==> src/rtl/exponential_param_if.sv <==
// Start/done coprocessor bus for the iterative e^x engine.
// Result is int_part (2-bit integer) plus frac (FW-bit fraction).
interface exponential_param_if #(
  parameter int XW = 16,
  parameter int FW = 16
);
  logic          engStart;
  logic [XW-1:0] engX;
  logic          engDone;
  logic          engBusy;
  logic [1:0]    int_part;
  logic [FW-1:0] frac;

  modport master (
    output engStart, engX,
    input  engDone, engBusy, int_part, frac
  );

  modport slave (
    input  engStart, engX,
    output engDone, engBusy, int_part, frac
  );
endinterface

==> src/rtl/exponential_param.sv <==
// Iterative e^x engine: truncated Taylor sum with one shared multiplier, two multiplies per term.
// Optional macro EXP_EARLY_EXIT_EN: finish as soon as a term truncates to zero.
module exponential_param #(
  parameter int XW    = 16,
  parameter int FW    = 16,
  parameter int TERMS = 8
) (
  input  logic                 clk,
  input  logic                 rst,
  exponential_param_if.slave   eng
);
  localparam int TW = FW + 1;
  localparam int AW = FW + 2;
  localparam int BW = (XW > TW) ? XW : TW;
  localparam int PW = TW + BW;

  localparam logic [TW-1:0] ONE_T = {1'b1, {FW{1'b0}}};
  localparam logic [AW-1:0] ONE_A = {2'b01, {FW{1'b0}}};

  typedef enum logic [1:0] {IDLE, MULX, MULR, DONE} state_t;

  state_t        state_q, state_d;
  logic [XW-1:0] x_q, x_d;
  logic [TW-1:0] term_q, term_d;
  logic [AW-1:0] acc_q, acc_d;
  logic [3:0]    k_q, k_d;
  logic [AW-1:0] res_q, res_d;

  // floor(2^FW / k); entry 0 is never addressed
  logic [TW-1:0] recip [16];
  genvar gi;
  generate
    for (gi = 0; gi < 16; gi++) begin : g_recip
      if (gi == 0) begin : g_zero
        assign recip[gi] = '0;
      end else begin : g_val
        assign recip[gi] = TW'((64'd1 << FW) / 64'(gi));
      end
    end
  endgenerate

  logic [BW-1:0] mul_b;
  logic [PW-1:0] prod;
  logic [TW-1:0] term_x;
  logic [TW-1:0] t;
  logic [AW-1:0] acc_sum;
  logic          last;

  // Shared multiplier: MULX scales by x, MULR divides by k via the reciprocal table
  assign mul_b   = (state_q == MULX) ? BW'(x_q) : BW'(recip[k_q]);
  assign prod    = PW'(term_q) * PW'(mul_b);
  assign term_x  = TW'(prod >> XW);
  assign t       = TW'(prod >> FW);
  assign acc_sum = acc_q + AW'(t);

`ifdef EXP_EARLY_EXIT_EN
  assign last = (k_q == 4'(TERMS)) || (t == '0);
`else
  assign last = (k_q == 4'(TERMS));
`endif

  always_comb begin
    state_d = state_q;
    x_d     = x_q;
    term_d  = term_q;
    acc_d   = acc_q;
    k_d     = k_q;
    res_d   = res_q;
    case (state_q)
      IDLE: begin
        if (eng.engStart) begin
          x_d     = eng.engX;
          term_d  = ONE_T;
          acc_d   = ONE_A;
          k_d     = 4'd1;
          state_d = MULX;
        end
      end
      MULX: begin
        term_d  = term_x;
        state_d = MULR;
      end
      MULR: begin
        term_d = t;
        acc_d  = acc_sum;
        if (last) begin
          res_d   = acc_sum;
          state_d = DONE;
        end else begin
          k_d     = k_q + 4'd1;
          state_d = MULX;
        end
      end
      DONE: begin
        state_d = IDLE;
      end
      default: begin
        state_d = IDLE;
      end
    endcase
  end

  always_ff @(posedge clk) begin
    if (rst) begin
      state_q <= IDLE;
      x_q     <= '0;
      term_q  <= '0;
      acc_q   <= '0;
      k_q     <= '0;
      res_q   <= '0;
    end else begin
      state_q <= state_d;
      x_q     <= x_d;
      term_q  <= term_d;
      acc_q   <= acc_d;
      k_q     <= k_d;
      res_q   <= res_d;
    end
  end

  assign eng.engDone  = (state_q == DONE);
  assign eng.engBusy  = (state_q != IDLE);
  assign eng.int_part = res_q[AW-1:FW];
  assign eng.frac     = res_q[FW-1:0];
endmodule

==> src/flat_wrapper.sv <==
// flat-port wrapper written by rule: the top's interface ports become plain ports
module exponential_param_flat 
#(
  parameter int XW    = 16,
  parameter int FW    = 16,
  parameter int TERMS = 8
)
  (clk, rst, eng_engStart, eng_engX, eng_engDone, eng_engBusy, eng_int_part, eng_frac);
  exponential_param_if #(.XW(XW), .FW(FW)) eng_i ();
  input  logic clk;
  input  logic rst;
  input wire logic [$bits(eng_i.engStart)-1:0] eng_engStart;
  input wire logic [$bits(eng_i.engX)-1:0] eng_engX;
  output wire logic [$bits(eng_i.engDone)-1:0] eng_engDone;
  output wire logic [$bits(eng_i.engBusy)-1:0] eng_engBusy;
  output wire logic [$bits(eng_i.int_part)-1:0] eng_int_part;
  output wire logic [$bits(eng_i.frac)-1:0] eng_frac;
  assign eng_i.engStart = eng_engStart;
  assign eng_i.engX = eng_engX;
  assign eng_engDone = eng_i.engDone;
  assign eng_engBusy = eng_i.engBusy;
  assign eng_int_part = eng_i.int_part;
  assign eng_frac = eng_i.frac;
  exponential_param #(.XW(XW), .FW(FW), .TERMS(TERMS)) u_core (.clk(clk), .rst(rst), .eng(eng_i));
endmodule
==> config.mk <==
export PLATFORM = sky130hd
export DESIGN_NAME = exponential_param_flat
export DESIGN_NICKNAME = d
export VERILOG_FILES = /design/src/rtl/exponential_param_if.sv /design/src/rtl/exponential_param.sv /design/src/flat_wrapper.sv
export SDC_FILE = /design/constraint.sdc
export NUM_CORES = 1
export LEC_CHECK = 0
export CAP_MARGIN = 20
export CORE_UTILIZATION = 65
export CTS_CLUSTER_SIZE = 16
export DETAILED_ROUTE_END_ITERATION = 8
export GPL_ROUTABILITY_DRIVEN = 0
export GPL_TIMING_DRIVEN = 0
export HOLD_SLACK_MARGIN = 0.02
export PLACE_DENSITY = 0.84
export SLEW_MARGIN = 0
export SYNTH_ARGS = -nofsm -noshare
export SYNTH_HDL_FRONTEND = slang
export SYNTH_SLANG_ARGS = --single-unit
==> constraint.sdc <==
create_clock -name clk -period 11.62 [get_ports clk]
set_input_delay 2.905 -clock clk [delete_from_list [all_inputs] [get_ports clk]]
set_output_delay 2.905 -clock clk [all_outputs]
set_load 0.005 [all_outputs]
Word level (Yosys, flattened, before mapping)
Memory sizes are Yosys's and may differ from the RTL's.
Index checks and enable logic that the tools add are counted.
{ "totals": {"reg_bits": 75, "latch_bits": 0, "mem_bits_rw": 0, "romBits": 272, "output_inout_bits": 20, "elab_cells": 41, "n_memories": 1} }
{ "memory_table": {"columns": ["memory", "words", "width", "rd", "rd_ports_with_merged_regs", "write_ports", "line", "rtl"], "rows": [
  ["(no name shown)", 16, 17, 1, 0, 0, "exponential_param.sv:50", "assign mul_b = (state_q == MULX) ? BW'(x_q) : BW'(recip[k_q]);"]
]} }
{ "op_classes": {"n_addsub": 2, "multipliers": 1, "n_div": 0, "n_lt_le_gt_ge": 1, "eq_ne": 6, "shift": 0, "n_mux": 13, "n_bitwise": 1, "n_reduce_logical": 10} }
{ "op_table": {"columns": ["op", "count"], "rows": [
  ["$mux W17", 4],
  ["$pmux W18 S2", 1],
  ["$pmux W17 S2", 1],
  ["$mul A17 B17 Y33", 1],
  ["$add A18 B17 Y18", 1],
  ["$mux W18", 1],
  ["$mux W4", 2],
  ["$pmux W2 S4", 1],
  ["$pmux W4 S2", 1],
  ["$reduce_and A2 Y1", 4],
  ["$reduce_bool A2 Y1", 3],
  ["$ge A5 B5 Y1 const B", 1],
  ["$not A4 Y5", 1],
  ["$add A4 B1 Y4 const B", 1],
  ["$eq A2 B2 Y1 const B", 2],
  ["$eq A4 B4 Y1 const B", 1],
  ["$mux W2", 2],
  ["$ne A2 B2 Y1 const B", 2],
  ["$reduce_and A3 Y1", 1],
  ["$eq A2 B1 Y1 const B", 1],
  ["$logic_not A2 Y1", 1],
  ["$reduce_or A2 Y1", 1]
]} }

Longest topological paths before layout
Gate-level depths: netlist of the first run.
{ "logic_depth": {"depth_word": 8, "ltp_mapped": 38, "depth_no_buf": 38} }

Worst setup path before layout of the first run
No wires, ideal clock.
{ "synth_path": {"path_kind": "register to register", "start": "register u_core.k_q[3]", "end": "register u_core.acc_q[16]", "setup_ns": 0.095, "t_arrival_ns": 8.784, "required_ns": 11.525, "setup_slack_ns": 2.741, "path_stages_with_launch": 35, "n_path_buf": 4, "path_cell_list": "dfxtp_1 clkbuf_1 clkbuf_1 clkbuf_1 o21ai_0 o21ai_1 clkbuf_1 nand2_1 fa_1 fa_1 fa_1 fa_1 inv_1 fa_1 inv_1 fa_1 inv_1 ha_1 and4_4 nor2b_1 o31a_1 or3b_1 o21a_1 o31a_1 nor3_1 nor2_1 ha_1 a21oi_1 nand2_1 a31oi_1 a21bo_2 a21oi_1 o21ai_0 xnor2_1 a221oi_1"} }
{ "synth_via": {"elab_chain_cells": 8} }
{ "synth_lines": {"columns": ["item", "line", "rtl"], "rows": [
  ["start, declared", "exponential_param.sv:26", "logic [3:0] k_q, k_d;"],
  ["start signal, assigned", "exponential_param.sv:116", "k_q <= k_d;"],
  ["$not A4 Y5 (implied by the code)", "exponential_param.sv:50", null],
  ["$mem_v2 Z16 W17", null, null],
  ["$mux W17 (implied by the code) (2 in series)", "exponential_param.sv:50", null],
  ["$mux W17", "exponential_param.sv:50", null],
  ["$mul A17 B17 Y33", "exponential_param.sv:51", "assign prod = PW'(term_q) * PW'(mul_b);"],
  ["$add A18 B17 Y18", "exponential_param.sv:54", "assign acc_sum = acc_q + AW'(t);"],
  ["$pmux W18 S2", "exponential_param.sv:69", "case (state_q)"],
  ["end signal, assigned", "exponential_param.sv:108", "acc_q <= '0;"],
  ["end signal, assigned", "exponential_param.sv:115", "acc_q <= acc_d;"],
  ["end, declared", "exponential_param.sv:25", "logic [AW-1:0] acc_q, acc_d;"]
]} }
Every way passes these cells. The select of a mux whose other input is x is not followed.
A chain may end at the register's enable or synchronous reset.

Worst setup path after layout of the first run
{ "layout_path": {"start": "register u_core.state_q[1]", "end": "register u_core.acc_q[16]"} }
{ "layout_via": {"elab_chain_cells": 5, "word_cells_on_any_way": 10, "classes_between": "add/sub: 1; mul: 1; eq/ne: 3; mux: 2; reduce/logical: 3"} }
{ "layout_lines": {"columns": ["item", "line", "rtl"], "rows": [
  ["start, declared", "exponential_param.sv:22", "state_t state_q, state_d;"],
  ["start signal, assigned", "exponential_param.sv:112", "state_q <= state_d;"],
  ["$eq A2 B1 Y1", "exponential_param.sv:50", null],
  ["$mux W17", "exponential_param.sv:50", null],
  ["$mul A17 B17 Y33", "exponential_param.sv:51", null],
  ["$add A18 B17 Y18", "exponential_param.sv:54", null],
  ["$pmux W18 S2", "exponential_param.sv:69", null]
]} }
Parallel ways exist; a longest one is shown, timed or not.

==> impl_metrics.env, run 1 <==
export IMPL_fmax_ghz=0.0931
export IMPL_final_hold_viol_count=0
export IMPL_cp_max_fo=10
export IMPL_cts_buffers_inserted=9
export IMPL_r2r_start="u_core.state_q[1]$_SDFFE_PP0P_"
export IMPL_grt_overflow_total=0
export IMPL_seq_area_frac_synth_pct=11.8
export IMPL_required_ps=11870
export IMPL_ir_worst_vdd_v=0.000108
export IMPL_place_area_mm2=0.0135
export IMPL_synthFlopType="dfxtp_1"
export IMPL_cts_root_buf="clkbuf_16"
export IMPL_syn_to_final_growth_pct=8.23
export IMPL_grt_use_total_pct=36.0
export IMPL_setup_viol=0
export IMPL_io_buffers=37
export IMPL_wire_per_inst_um=18.6
export IMPL_die_area_mm2=0.0201
export IMPL_p_leak_nw=6.67
export IMPL_status="finished, final reports clean"
export IMPL_period_minus_slack_ps=10750
export IMPL_setup_ws_ps=874
export IMPL_clkTransAtPathRegs_ps=70
export IMPL_cts_hold_buf=0
export IMPL_syn_area_per_cell_um2=8.49
export IMPL_stdcell_area_mm2=0.0138
export IMPL_drc=0
export IMPL_dr_total_vias=10600
export IMPL_synth_distinct_cells=57
export IMPL_ant_nets=0
export IMPL_clock_latency_ps=350
export IMPL_dr_pass1_iters=6
export IMPL_drt_initial_drc_count=789
export IMPL_cts_tree="yes"
export IMPL_power_density_mw_per_mm2=52.1
export IMPL_grt_pass1_vias=11200
export IMPL_endpoint_kind="flip-flop"
export IMPL_slowest_delay_ps=740
export IMPL_startpoint_type="flip-flop"
export IMPL_grt_pass1_wl_um=55200
export IMPL_period_share_pct=92.5
export IMPL_postLayoutCoreUtil_pct=72.7
export IMPL_ys_seq_elements=75
export IMPL_fin_setup_tns_ps=0
export IMPL_fin_nets=1922
export IMPL_numClockSinks=75
export IMPL_diodes=0
export IMPL_fp_dieH_um=142
export IMPL_syn_inst=1499
export IMPL_fill_cells=1442
export IMPL_antenna_found_initial=0
export IMPL_syn_nets=1870
export IMPL_wl_um=33700
export IMPL_min_delay_path_class="flip-flop to flip-flop"
export IMPL_critPathKind="flip-flop to flip-flop"
export IMPL_crit_path_top_delay_cell="a31oi_1"
export IMPL_dp_hpwl_um=27300
export IMPL_hold_start="u_core.res_q[6]$_SDFFE_PP0P_"
export IMPL_cts_resized=0
export IMPL_ios=39
export IMPL_via_per_inst=5.83
export IMPL_layout_drive_gt1_share_pct=1.93
export IMPL_cts_buffer_depth=2
export IMPL_start_util_pct=67.2
export IMPL_die_x_um=142
export IMPL_cts_max_level=3
export IMPL_max_cap_violations=0
export IMPL_synthArstFlopShare_pct=0
export IMPL_tightest_slew_ps=1060
export IMPL_place_ws_ps=1100
export IMPL_synth_edf_count=0
export IMPL_rows=50
export IMPL_grt_max_degree=17
export IMPL_ys_warn_count=0
export IMPL_startpoint="u_core.state_q[1]$_SDFFE_PP0P_"
export IMPL_skew_ps=11.2
export IMPL_core_area_mm2=0.0190
export IMPL_cp_arrival_ps=11000
export IMPL_syn_area_mm2=0.0127
export IMPL_path_common_cell="inv_1"
export IMPL_rsz0062_at_grt="false"
export IMPL_max_slew_margin_pct=29.0
export IMPL_postCtsSetupBuffers=0
export IMPL_drv_slew=0
[registers in the layout, summed over array words and instances (netlist names)]
name            flops
u_core.acc_q       18
u_core.x_q         16
u_core.res_q       18
u_core.k_q          4
u_core.state_q      2
u_core.term_q      17
[layout make-up]
type / instances / area (um^2) / share of cell area (%)
Buffer: 73 / 274 / 1.99
Clock buffer: 9 / 225 / 1.63
Timing Repair Buffer: 41 / 398 / 2.89
Multi-Input combinational cell: 1066 / 9890 / 71.8
Sequential cell: 75 / 1500 / 10.9
Inverter: 285 / 1070 / 7.76
Clock inverter: 7 / 91.3 / 0.663
Tap cell: 260 / 325 / 2.36
[through the flow]
step | instances | power [mW] | hold slack, ps
after CTS | 1816 | 0.714 | 455
after floorplan | 1499 | 0.364 | 437
after detailed placement | 1800 | 0.419 | 445
final | 1816 | 0.718 | 454
after global placement | 1796 | 0.414 | 441
after global routing | 1816 | 0.741 | 481
[placed cells by master, fill, tap and decap left out, types with 12 or more instances in the layout]
cell type and count:
clkbuf_1 59, a22oi_1 15, xnor2_1 24, nand2_1 281, inv_1 285, dfxtp_1 75, nor2_1 42, ha_1 130
clkdlybuf4s50_1 37, fa_1 222, a21oi_1 70, a22o_1 12, nor2b_1 20, and2_1 98, o21ai_0 16, a21o_1 16
buf_1 14
[cells in the mapped netlist, drive strengths merged, types with 2 or more instances]
cell	number	area, um^2
a211oi	7	52.6
a21boi	3	22.5
a21o	16	120
a21oi	70	350
a221oi	3	26.3
a22o	12	105
a22oi	15	113
a2bb2oi	2	23.8
a311o	2	20.0
a31o	2	17.5
a31oi	9	56.3
a41oi	2	17.5
and2	98	613
and3	10	62.6
and4	5	46.3
buf	14	52.6
clkbuf	59	221
dfxtp	75	1500
fa	222	4440
ha	130	1630
inv	285	1070
nand2	281	1050
nand2b	6	37.5
nand3	8	40.0
nor2	42	158
nor2b	20	125
nor3	6	30.0
o211ai	5	37.5
o21a	5	37.5
o21ai	26	130
o31a	2	17.5
o31ai	6	50.1
xnor2	24	210
xor2	9	78.8
[layer usage]
metal	global-route usage, %	vias up	share of wire [%]
met4	20.2	0	6.0
li1	-	4730	-
met5	0	-	0
met3	7.94	150	9.1
met1	42.3	5193	37
met2	61.2	518	48
[worst paths after layout]
kind | to | slack [ps] | cells after the start
worst max-delay path | u_core.acc_q[16]$_SDFFE_PP0P_ | 870 | 37
worst min-delay path | u_core.res_q[6]$_SDFFE_PP0P_ | 450 | 2
worst max register to register | u_core.acc_q[16]$_SDFFE_PP0P_ | 870 | 37
worst min register to register | u_core.res_q[6]$_SDFFE_PP0P_ | 450 | 2
[where the power goes]
group,internal [mW],leakage (nW),switching [mW]
sequential,0.266,0.607,0.0100
clock,0.173,0.154,0.126
combinational,0.0399,5.91,0.103
[critical path, delay by kind of cell (launching register included)]
| kind | cells | cell delay [ps] |
|---|---|---|
| AOI/OAI and AO/OA | 12 | 3380 |
| xor gates and xnor gates | 1 | 190 |
| adders and majority gates | 9 | 3950 |
| buffers and inverters | 11 | 1960 |
| DFF | 1 | 320 |
| and+or+nand+nor | 4 | 840 |
[cells by family after synthesis]
group | count (synthesis) | synth area share [%]
AO/OA/AOI/OAI | 196 | 10.1
multiplexers | 1 | 0.0786
buffers and inverters | 358 | 10.6
AND/OR/NAND/NOR | 484 | 17.5
XOR/XNOR | 33 | 2.27
flip-flops | 75 | 11.8
adder cells (fa/ha/maj) | 352 | 47.7
Note: power is estimated with default switching activity, not from simulation.
==> run 2, diff against run 1 <==
--- a/config.mk
+++ b/config.mk
@@ -12,6 +12,7 @@
 export GPL_ROUTABILITY_DRIVEN = 0
 export GPL_TIMING_DRIVEN = 0
 export HOLD_SLACK_MARGIN = 0.02
+export MAX_ROUTING_LAYER = met4
 export PLACE_DENSITY = 0.84
 export SLEW_MARGIN = 0
 export SYNTH_ARGS = -nofsm -noshare
==> impl_metrics.env, run 2 (same netlist as run 1, synthesis figures left out) <==
export IMPL_status="finished, final reports clean"
export IMPL_rsz0062_at_grt="false"
export IMPL_cp_num_cells=37
export IMPL_cts_tree="yes"
export IMPL_dp_hpwl_um=27300
export IMPL_rows=50
export IMPL_cp_top_family="adder cells"
export IMPL_max_slew_margin_pct=23.6
export IMPL_clock_latency_ps=350
export IMPL_drv_slew=0
export IMPL_cp_arrival_ps=11020
export IMPL_final_hold_viol_count=0
export IMPL_fill_cells=1442
export IMPL_final_cell_mix="inv_1 (285), nand2_1 (281), fa_1 (222)"
export IMPL_min_delay_path_class="flip-flop to flip-flop"
export IMPL_numClockSinks=75
export IMPL_die_x_um=142
export IMPL_drc=0
export IMPL_drt_initial_drc_count=835
export IMPL_path_common_cell="inv_1"
export IMPL_grt_pass1_vias=11200
export IMPL_multiInputGateArea_mm2=0.00989
export IMPL_r2r_setup_slack_ps=830
export IMPL_core_area_mm2=0.0190
export IMPL_slowest_delay_ps=820
export IMPL_cts_buffer_depth=2
export IMPL_start_util_pct=67.2
export IMPL_cts_resized=0
export IMPL_fin_setup_tns_ps=0
export IMPL_p_leak_nw=6.67
export IMPL_power_density_mw_per_mm2=51.9
export IMPL_worst_r2r_cell_count=37
export IMPL_antenna_found_initial=0
export IMPL_dr_pass1_iters=6
export IMPL_ir_worst_vdd_v=0.000107
export IMPL_grt_max_degree=17
export IMPL_layout_drive_gt1_share_pct=1.93
export IMPL_fmax_ghz=0.0926
export IMPL_grt_use_total_pct=37.1
export IMPL_cts_hold_buf=0
export IMPL_final_common_cell="inv_1"
export IMPL_wire_per_inst_um=18.6
export IMPL_diodes=0
export IMPL_dr_total_vias=10600
export IMPL_cts_buffers_inserted=9
export IMPL_regArea_mm2=0.00150
export IMPL_syn_to_final_growth_pct=8.23
export IMPL_place_area_mm2=0.0135
export IMPL_skew_ps=11.7
export IMPL_min_path_cells=2
export IMPL_critPathKind="flip-flop to flip-flop"
export IMPL_period_share_pct=92.9
export IMPL_startpoint_type="flip-flop"
export IMPL_crit_path_top_delay_cell="a31oi_1"
export IMPL_required_ps=11850
export IMPL_via_per_inst=5.84
export IMPL_cts_root_buf="clkbuf_16"
export IMPL_cts_max_level=3
export IMPL_endpoint_kind="flip-flop"
export IMPL_path_buf_inv=11
export IMPL_stdcell_area_mm2=0.0138
export IMPL_fin_nets=1922
export IMPL_power_total_uw=715
export IMPL_top_regs="u_core.acc_q: 18 flops, u_core.res_q: 18 flops, u_core.term_q: 17 flops"
export IMPL_period_minus_slack_ps=10790
export IMPL_clkTransAtPathRegs_ps=70
export IMPL_grt_overflow_total=0
export IMPL_fp_dieH_um=142
export IMPL_setup_viol=0
export IMPL_max_cap_violations=0
export IMPL_io_buffers=37
export IMPL_die_area_mm2=0.0201
export IMPL_grt_pass1_wl_um=55200
export IMPL_cp_max_fo=10
export IMPL_ios=39
export IMPL_postLayoutCoreUtil_pct=72.7
export IMPL_ant_nets=0
export IMPL_wl_um=33800
export IMPL_postCtsSetupBuffers=0
export IMPL_tightest_slew_ps=1140
[run 2: metrics by stage]
step | hold WS (ps) | instances | worst slack (ps)
floorplan | 437 | 1499 | 2740
global placement | 441 | 1796 | 1270
detailed placement | 445 | 1800 | 1100
CTS | 455 | 1816 | 1040
global route | 481 | 1816 | 287
finish | 454 | 1816 | 825
[run 2: cell type report]
type,count,share of cell area (%)
multi-input cells,1066,71.8
plain buffers,73,1.99
clock inverters,7,0.663
well taps,260,2.36
flip-flops and latches,75,10.9
repair buffers,41,2.89
clock buffers,9,1.63
inverters,285,7.76
[run 2: final timing paths]
check,start,to
worst max-delay path,u_core.state_q[1]$_SDFFE_PP0P_,u_core.res_q[17]$_SDFFE_PP0P_
worst max register to register,u_core.state_q[1]$_SDFFE_PP0P_,u_core.res_q[17]$_SDFFE_PP0P_
worst min-delay path,u_core.res_q[6]$_SDFFE_PP0P_,u_core.res_q[6]$_SDFFE_PP0P_
worst min register to register,u_core.res_q[6]$_SDFFE_PP0P_,u_core.res_q[6]$_SDFFE_PP0P_
[run 2: worst register-to-register path, delay by kind of cell, from the launching register on]
family / cells / cell delay [ps]
buffers and inverters: 11 / 1950
AOI/OAI and AO/OA: 12 / 3530
and+or+nand+nor: 5 / 940
adders and majority gates: 9 / 3940
DFF: 1 / 320
[run 2: routing by layer]
layer  track usage, %  part of all wire (%)
met1             42.5                    37
met2             61.2                    48
met3             7.67                   8.8
met4             20.3                   6.0
met5                -                     0
[run 2: power by group]
group | switching (mW) | internal [mW] | leakage, nW
sequential | 0.00987 | 0.266 | 0.607
clock | 0.124 | 0.173 | 0.154
combinational | 0.103 | 0.0398 | 5.91
total | 0.237 | 0.479 | 6.67
==> run 3, diff against run 2 <==
--- a/config.mk
+++ b/config.mk
@@ -5,7 +5,7 @@
 export SDC_FILE = /design/constraint.sdc
 export NUM_CORES = 1
 export LEC_CHECK = 0
-export CAP_MARGIN = 20
+export CAP_MARGIN = 15
 export CORE_UTILIZATION = 65
 export CTS_CLUSTER_SIZE = 16
 export DETAILED_ROUTE_END_ITERATION = 8
@@ -14,6 +14,7 @@
 export HOLD_SLACK_MARGIN = 0.02
 export MAX_ROUTING_LAYER = met4
 export PLACE_DENSITY = 0.84
+export SETUP_SLACK_MARGIN = 0.15
 export SLEW_MARGIN = 0
 export SYNTH_ARGS = -nofsm -noshare
 export SYNTH_HDL_FRONTEND = slang
==> impl_metrics.env, run 3 (same netlist as run 1, synthesis figures left out) <==
export IMPL_status="finished, final reports clean"
export IMPL_ir_worst_vdd_v=0.0000842
export IMPL_hold_start="u_core.res_q[4]$_SDFFE_PP0P_"
export IMPL_fmax_ghz=0.0923
export IMPL_cts_tree="yes"
export IMPL_skew_ps=10.7
export IMPL_grt_pass1_vias=11300
export IMPL_final_common_cell="inv_1"
export IMPL_dr_total_vias=10600
export IMPL_swShare_pct=33.4
export IMPL_die_x_um=142
export IMPL_cts_resized=0
export IMPL_period_minus_slack_ps=10840
export IMPL_r2r_start="u_core.k_q[3]$_SDFFE_PP0P_"
export IMPL_clkPwrFrac_pct=41.6
export IMPL_cts_buffers_inserted=9
export IMPL_slowest_delay_ps=630
export IMPL_r2r_end="u_core.acc_q[16]$_SDFFE_PP0P_"
export IMPL_max_slew_margin_pct=14.3
export IMPL_required_ps=11860
export IMPL_drc=0
export IMPL_rows=50
export IMPL_fin_setup_tns_ps=0
export IMPL_grt_use_total_pct=36.8
export IMPL_drt_initial_drc_count=839
export IMPL_layout_drive_gt1_share_pct=1.86
export IMPL_p_leak_nw=6.67
export IMPL_startpoint="u_core.k_q[3]$_SDFFE_PP0P_"
export IMPL_period_share_pct=93.3
export IMPL_io_buffers=37
export IMPL_place_area_mm2=0.0134
export IMPL_endpoint_kind="flip-flop"
export IMPL_p_sw_uw=241
export IMPL_core_area_mm2=0.0190
export IMPL_dp_hpwl_um=27200
export IMPL_cts_hold_buf=0
export IMPL_fp_dieH_um=142
export IMPL_top_regs="u_core.acc_q: 18 flops, u_core.res_q: 18 flops, u_core.term_q: 17 flops"
export IMPL_multiInputGateArea_mm2=0.00989
export IMPL_clock_latency_ps=350
export IMPL_internal_power_uw=479
export IMPL_cts_root_buf="clkbuf_16"
export IMPL_via_per_inst=5.85
export IMPL_syn_to_final_growth_pct=8.15
export IMPL_dr_pass1_iters=7
export IMPL_die_area_mm2=0.0201
export IMPL_tightest_slew_ps=1270
export IMPL_clkTransAtPathRegs_ps=70
export IMPL_crit_path_top_delay_cell="clkbuf_1"
export IMPL_path_common_cell="fa_1"
export IMPL_final_cell_mix="inv_1 (285), nand2_1 (281), fa_1 (222)"
export IMPL_cp_max_fo=10
export IMPL_start_util_pct=67.2
export IMPL_grt_pass1_wl_um=54900
export IMPL_setup_viol=0
export IMPL_numClockSinks=75
export IMPL_cts_buffer_depth=2
export IMPL_max_cap_violations=0
export IMPL_wl_um=33800
export IMPL_ios=39
export IMPL_fin_nets=1921
export IMPL_pwr_share_comb_pct=20.0
export IMPL_final_hold_viol_count=0
export IMPL_grt_overflow_total=0
export IMPL_worst_r2r_cell_count=32
export IMPL_startpoint_type="flip-flop"
export IMPL_antenna_found_initial=0
export IMPL_seqPwrFrac_pct=38.4
export IMPL_stdcell_area_mm2=0.0138
export IMPL_drv_slew=0
export IMPL_cts_max_level=3
export IMPL_wire_per_inst_um=18.6
export IMPL_critPathKind="flip-flop to flip-flop"
export IMPL_fill_cells=1449
export IMPL_diodes=0
export IMPL_cp_arrival_ps=11080
export IMPL_crit_path_end="u_core.acc_q[16]$_SDFFE_PP0P_"
export IMPL_r2r_setup_slack_ps=780
export IMPL_regArea_mm2=0.00150
export IMPL_rsz0062_at_grt="false"
export IMPL_grt_max_degree=17
export IMPL_postCtsSetupBuffers=0
export IMPL_min_delay_path_class="flip-flop to flip-flop"
export IMPL_ant_nets=0
export IMPL_power_density_mw_per_mm2=52.2
==> run 3: changes by cell type in the layout (fill, tap and decap cells not counted) <==
cell	before	now
clkbuf_2	0	1
buf_4	3	1
==> run 3: layout make-up <==
cell class                      count  share of cell area [%]
Clock inverter                      7                   0.663
Multi-Input combinational cell   1066                    71.9
Tap cell                          260                    2.36
Inverter                          285                    7.77
Clock buffer                        9                    1.64
Buffer                             73                    1.99
Timing Repair Buffer               40                    2.82
Sequential cell                    75                    10.9
==> run 3: worst min-delay path by stage <==
stage	to	slack [ps]	cells past startpoint
finish	u_core.res_q[4]$_SDFFE_PP0P_	460	2
detailed placement	u_core.res_q[3]$_SDFFE_PP0P_	450	2
floorplan	u_core.x_q[10]$_SDFFE_PP0P_	440	2
global placement	u_core.res_q[3]$_SDFFE_PP0P_	440	2
global route	u_core.res_q[6]$_SDFFE_PP0P_	480	2
CTS	u_core.res_q[3]$_SDFFE_PP0P_	460	2
==> run 3: metrics by stage <==
step | power, mW | util (%) | setup slack, ps | std cells | hold WS, ps
2_1_floorplan | 0.364 | - | 2740 | 1499 | 437
3_3_place_gp | 0.414 | 70.8 | 1270 | 1796 | 441
3_5_place_dp | 0.418 | 70.9 | 1150 | 1797 | 445
4_1_cts | 0.717 | 72.6 | 1040 | 1813 | 455
5_1_grt | 0.745 | 72.6 | 355 | 1815 | 481
6_report | 0.719 | 72.6 | 782 | 1815 | 456
==> run 3: layer usage <==
metal | global-route usage, % | vias to the layer above | wire (um)
met2 | 60.4 | 551 | 16000
met5 | - | - | 0
li1 | - | 4729 | -
met1 | 42.9 | 5175 | 12500
met3 | 6.56 | 165 | 3210
met4 | 21.0 | 0 | 2070
==> run 3: critical path: cells and delay by family (launching register included) <==
family	cells	cell delay [ps]
adders and majority gates	8	3860
buffers and inverters	7	1950
xor gates and xnor gates	2	460
AOI/OAI and AO/OA	10	2890
and+or+nand+nor	5	1260
DFF	1	300
==> run 3: power groups by stage <==
stage	Combinational (mW)	Clock, mW	Sequential, mW
floorplan	0.0870	0	0.277
global placement	0.133	0	0.281
detailed placement	0.137	0	0.281
CTS	0.139	0.302	0.276
global route	0.155	0.314	0.277
finish	0.144	0.299	0.276
